### src/rtl/ltl_symbol_encoder.sv
// Event-to-symbol encoder feeding one LTL automata monitor: buffers proposition
// vectors in a small FIFO and sequences the monitor's reset on each trace restart.
module ltl_symbol_encoder #(
  parameter int unsigned NUM_PROPS  = 6,
  parameter int unsigned FIFO_DEPTH = 4,
  parameter int unsigned RST_CYCLES = 2,
  parameter int unsigned CNT_W      = 16
) (
  input  logic                 clk,
  input  logic                 reset,
  input  logic                 ev_valid,
  input  logic [NUM_PROPS-1:0] ev_props,
  output logic                 ev_ready,
  input  logic                 trace_start,
  input  logic                 mon_en,
  output logic [7:0]           symbols,
  output logic                 run,
  output logic                 mon_reset,
  output logic [CNT_W-1:0]     sym_count,
  output logic [7:0]           drop_count,
  output logic                 busy
);

  localparam int unsigned AW  = $clog2(FIFO_DEPTH);
  localparam int unsigned RCW = (RST_CYCLES > 1) ? $clog2(RST_CYCLES) : 1;
  localparam logic [RCW-1:0] RstLast = RCW'(RST_CYCLES - 1);

  typedef enum logic {StMrst, StRun} state_e;

  state_e           state_q, state_d;
  logic [RCW-1:0]   rst_cnt_q, rst_cnt_d;
  logic [AW:0]      wr_ptr_q, wr_ptr_d, rd_ptr_q, rd_ptr_d;
  logic [7:0]       mem_q [FIFO_DEPTH];
  logic [7:0]       symbols_q, symbols_d;
  logic             run_q, run_d;
  logic             mon_reset_q, mon_reset_d;
  logic [CNT_W-1:0] sym_count_q, sym_count_d;
  logic [7:0]       drop_q, drop_d;
  logic             full, empty, push, pop;

  assign empty    = (wr_ptr_q == rd_ptr_q);
  assign full     = (wr_ptr_q[AW] != rd_ptr_q[AW]) &&
                    (wr_ptr_q[AW-1:0] == rd_ptr_q[AW-1:0]);
  assign ev_ready = (state_q == StRun) && !full;
  assign push     = ev_valid && ev_ready;
  // A restart suppresses the pop so flushed entries never reach the monitor.
  assign pop      = (state_q == StRun) && !empty && mon_en && !trace_start;

  always_comb begin
    state_d     = state_q;
    rst_cnt_d   = rst_cnt_q;
    wr_ptr_d    = wr_ptr_q;
    rd_ptr_d    = rd_ptr_q;
    symbols_d   = symbols_q;
    run_d       = 1'b0;
    sym_count_d = sym_count_q;
    drop_d      = drop_q;

    if (trace_start) begin
      state_d     = StMrst;
      rst_cnt_d   = '0;
      wr_ptr_d    = '0;
      rd_ptr_d    = '0;
      sym_count_d = '0;
    end else begin
      if (state_q == StMrst) begin
        if (rst_cnt_q == RstLast) begin
          state_d   = StRun;
          rst_cnt_d = '0;
        end else begin
          rst_cnt_d = rst_cnt_q + 1'b1;
        end
      end
      if (push) begin
        wr_ptr_d = wr_ptr_q + 1'b1;
      end
      if (pop) begin
        rd_ptr_d    = rd_ptr_q + 1'b1;
        symbols_d   = mem_q[rd_ptr_q[AW-1:0]];
        run_d       = 1'b1;
        sym_count_d = sym_count_q + 1'b1;
      end
    end

    mon_reset_d = (state_d == StMrst);

    if (ev_valid && !ev_ready && (drop_q != 8'hFF)) begin
      drop_d = drop_q + 8'd1;
    end
  end

  always_ff @(posedge clk) begin
    if (reset) begin
      state_q     <= StMrst;
      rst_cnt_q   <= '0;
      wr_ptr_q    <= '0;
      rd_ptr_q    <= '0;
      symbols_q   <= '0;
      run_q       <= 1'b0;
      mon_reset_q <= 1'b1;
      sym_count_q <= '0;
      drop_q      <= '0;
    end else begin
      state_q     <= state_d;
      rst_cnt_q   <= rst_cnt_d;
      wr_ptr_q    <= wr_ptr_d;
      rd_ptr_q    <= rd_ptr_d;
      symbols_q   <= symbols_d;
      run_q       <= run_d;
      mon_reset_q <= mon_reset_d;
      sym_count_q <= sym_count_d;
      drop_q      <= drop_d;
    end
  end

  // Storage needs no reset; occupancy is defined by the pointers alone.
  always_ff @(posedge clk) begin
    if (push) begin
      mem_q[wr_ptr_q[AW-1:0]] <= 8'(ev_props);
    end
  end

  assign symbols    = symbols_q;
  assign run        = run_q;
  assign mon_reset  = mon_reset_q;
  assign sym_count  = sym_count_q;
  assign drop_count = drop_q;
  assign busy       = !empty || (state_q != StRun);

endmodule

### config.mk
export PLATFORM = sky130hd
export DESIGN_NAME = ltl_symbol_encoder
export DESIGN_NICKNAME = d
export VERILOG_FILES = /design/src/rtl/ltl_symbol_encoder.sv
export SDC_FILE = /design/constraint.sdc
export NUM_CORES = 1
export LEC_CHECK = 0
export ABC_AREA = 1
export ABC_CLOCK_PERIOD_IN_PS = 1600
export CAP_MARGIN = 25
export CELL_PAD_IN_SITES_DETAIL_PLACEMENT = 0
export CELL_PAD_IN_SITES_GLOBAL_PLACEMENT = 2
export CORE_AREA = 2 2 107 109
export CTS_CLUSTER_SIZE = 12
export DETAILED_ROUTE_END_ITERATION = 6
export DIE_AREA = 0 0 109 111
export GPL_TIMING_DRIVEN = 1
export PLACE_DENSITY = 0.81
export SYNTH_ARGS = -nofsm -noshare
export SYNTH_HDL_FRONTEND = slang
export SYNTH_SLANG_ARGS = --single-unit
### constraint.sdc
create_clock -name clk -period 1.6 [get_ports clk]
set_input_delay 0.32 -clock clk [delete_from_list [all_inputs] [get_ports clk]]
set_output_delay 0.32 -clock clk [all_outputs]
set_load 0.02 [all_outputs]
==> results.sh <==
export IMPL_status="finished, final reports clean"
export IMPL_power_density_nw_per_um2=918
export IMPL_cpPeakStageDelay_ns=0.33
export IMPL_drt_iter0_markers=87
export IMPL_cp_start_kind="flip-flop"
export IMPL_vdd_drop_max_v=0.000384
export IMPL_syn_avg_cell_area_sq_um=7.94
export IMPL_grt_ovfl_total=0
export IMPL_netlist_area_sq_um=2990
export IMPL_cts_tree="done"
export IMPL_antenna_found_initial=0
export IMPL_fp_dieH_um=111
export IMPL_vias=2618
export IMPL_io_buffer_count=44
export IMPL_period_needed_ns=1.55
export IMPL_pin_count=47
export IMPL_ys_seq_elements=64
export IMPL_htreeDepth=3
export IMPL_grt_pass1_vias=2546
export IMPL_insertedDiodeCount=0
export IMPL_synth_seq_area_share_pct=51.0
export IMPL_fin_hold_ws_ns=0.458
export IMPL_synth_cells=376
export IMPL_critical_path_class="flip-flop to output port"
export IMPL_min_from="rst_cnt_q"
export IMPL_wl_per_cell_um=11.8
export IMPL_clk_transition_reported_paths_ns=0.05
export IMPL_hold_buffers=0
export IMPL_grt_util_all_layers_pct=12.9
export IMPL_startpoint="rd_ptr_q[0]"
export IMPL_timing_final_crit_share_pct=96.7
export IMPL_grt_pass1_wl_mm=12.0
export IMPL_power_total_mw=3.81
export IMPL_rsz0062_at_grt="true"
export IMPL_placed_area_sq_um=3830
export IMPL_holdPathStages=2
export IMPL_final_area_sq_um=4150
export IMPL_timing_clock_skew_ns=0.00340
export IMPL_cts_root_buf="clkbuf_16"
export IMPL_vias_per_cell=4.33
export IMPL_core_sq_um=11100
export IMPL_r2r_end="mem_q[0][1]"
export IMPL_finish_utilization_pct=37.5
export IMPL_start_util_pct=27.0
export IMPL_final_antenna_net_count=0
export IMPL_clock_path_buffers=2
export IMPL_rrSetupSlack_ns=0.13
export IMPL_cts_buffers=9
export IMPL_dieArea_sq_um=12100
export IMPL_timing_fmax_mhz=646
export IMPL_critPathSlowestCell="dfxtp_2"
export IMPL_hold_viol=0
export IMPL_final_nets=474
export IMPL_dpl_hpwl_mm=5.12
export IMPL_routabilityCongestion=0.792
export IMPL_hold_path_end="rst_cnt_q"
export IMPL_crit_chain="xnor2_2 > nand3_1 > nand2_2 > inv_2 > buf_6"
export IMPL_hold_path_class="flip-flop to flip-flop"
export IMPL_synth_cell_types=30
export IMPL_dr_pass1_iters=4
export IMPL_end_kind="output port"
export IMPL_maxCapViolations=0
export IMPL_drc=0
export IMPL_path_max_fanout=3
export IMPL_yosysWarnings=0
export IMPL_clk_latency_ns=0.33
export IMPL_drive_above_1_share_pct=16.9
export IMPL_r2r_start="wr_ptr_q[1]"
export IMPL_finalMaxSlewViolations=0
export IMPL_grt_max_degree=16
export IMPL_clock_sinks=64
export IMPL_rows=39
export IMPL_syn2layout_area_growth_pct=39.0
export IMPL_crit_required_ns=1.28
export IMPL_setup_viol=0
export IMPL_fp_dieW_um=109
export IMPL_setup_tns_ns=0
export IMPL_p_leak_nw=1.80
export IMPL_arrival_ns=1.23
export IMPL_reg2reg_depth=9
export IMPL_wl_mm=7.14
critical path: cells and delay by family, from the launching register on:
kind                   cells  cell delay [ns]
buffers and inverters      2             0.17
XOR/XNOR                   1             0.20
flip-flops                 1             0.33
AND/OR/NAND/NOR            2             0.20
Yosys cell counts:
master	n	area (sq um)
o21ai_0	15	75.1
inv_2	3	11.3
a21oi_1	22	110
dfxtp_1	40	801
and2_1	1	6.26
o22ai_1	6	37.5
conb_1	1	3.75
nand3b_1	1	7.51
o21bai_1	2	15.0
buf_4	3	22.5
nand3_2	1	10.0
nor2_2	1	6.26
edfxtp_1	24	721
buf_6	2	22.5
nand3_4	1	17.5
nand4_1	9	56.3
nor2_1	63	236
nor3_1	4	20.0
xnor2_2	1	16.3
o21ai_1	1	5.00
buf_2	1	5.00
xor2_1	5	43.8
nand2_1	93	349
nand3_1	18	90.1
xnor2_1	3	26.3
nand2_2	1	6.26
clkbuf_1	5	18.8
clkinv_1	1	3.75
inv_1	41	154
ha_1	7	87.6
how the worst max path moves through the flow:
stage | endpoint | slack, ns | depth (start not counted)
CTS | ev_ready | -0.001 | 5
global placement | sym_count[14] | -0.11 | 9
global route | ev_ready | -0.02 | 5
detailed placement | sym_count[14] | -0.12 | 9
finish | ev_ready | 0.05 | 5
floorplan | sym_count[14] | 0.03 | 8
placed cells by master (no fill, tap or decap), drive strengths merged, types with 16 or more instances in the layout:
| cell type | count |
|---|---|
| edfxtp | 24 |
| nand2 | 94 |
| buf | 37 |
| dlygate4sd2 | 29 |
| nor2 | 64 |
| nand3 | 20 |
| dfxtp | 40 |
| inv | 43 |
| o21ai | 16 |
| a21oi | 22 |
layer usage:
layer	global-route usage [%]	up-vias	part of all wire [%]	wire, um
li1	-	1368	-	-
met1	16.3	1191	46	3310
met2	20.6	50	48	3430
met3	2.88	9	3.7	267
met4	6.07	0	1.8	130
met5	0	-	0	0
sequential cells by signal, summed over array words and instances, names as in the netlist:
name and flops:
run 1, rd_ptr_q 3, wr_ptr_q 3, rst_cnt_q 1
drop_count 8, sym_count 16, mon_reset 1, symbols 6
mem_q 24, state_q 1
power breakdown:
| group | switching (mW) | total, mW | internal [mW] |
|---|---|---|---|
| Clock | 0.695 | 1.93 | 1.24 |
| Combinational | 0.0955 | 0.165 | 0.0699 |
| Sequential | 0.0101 | 1.71 | 1.70 |
| Total | 0.801 | 3.81 | 3.01 |
kinds of logic after synthesis:
| kind of cell | Yosys count | share of synthesized area (%) |
|---|---|---|
| DFF | 64 | 51.0 |
| AOI/OAI and AO/OA | 46 | 8.13 |
| xor gates and xnor gates | 9 | 2.89 |
| buffers and inverters | 56 | 7.96 |
| and+or+nand+nor | 193 | 27.0 |
| other | 1 | 0.126 |
| adders and majority gates | 7 | 2.93 |
stage by stage:
stage                     instances  worst slack, ns
after global placement          587           -0.106
after CTS                       603         -0.00114
final                           604           0.0521
after floorplan                 377           0.0308
after global routing            604          -0.0244
after detailed placement        587           -0.123
layout make-up:
cell class | instances | area, sq um
Tap cell | 143 | 179
Clock buffer | 10 | 239
Fill cell | 1127 | 6930
Sequential cell | 64 | 1530
Inverter | 45 | 173
Timing Repair Buffer | 79 | 666
Clock inverter | 6 | 58.8
Multi-Input combinational cell | 257 | 1310
repair_timing:
| item | 4_1_cts | 5_1_grt |
|---|---|---|
| setup endpoints to repair | 31 | 40 |
| hold endpoints to repair | 0 | 0 |
| pin swaps | 1 | 3 |
| buffers inserted | 0 | 1 |
| resized for setup | 39 | 16 |
No activity file was read; power rests on OpenSTA's default activity.
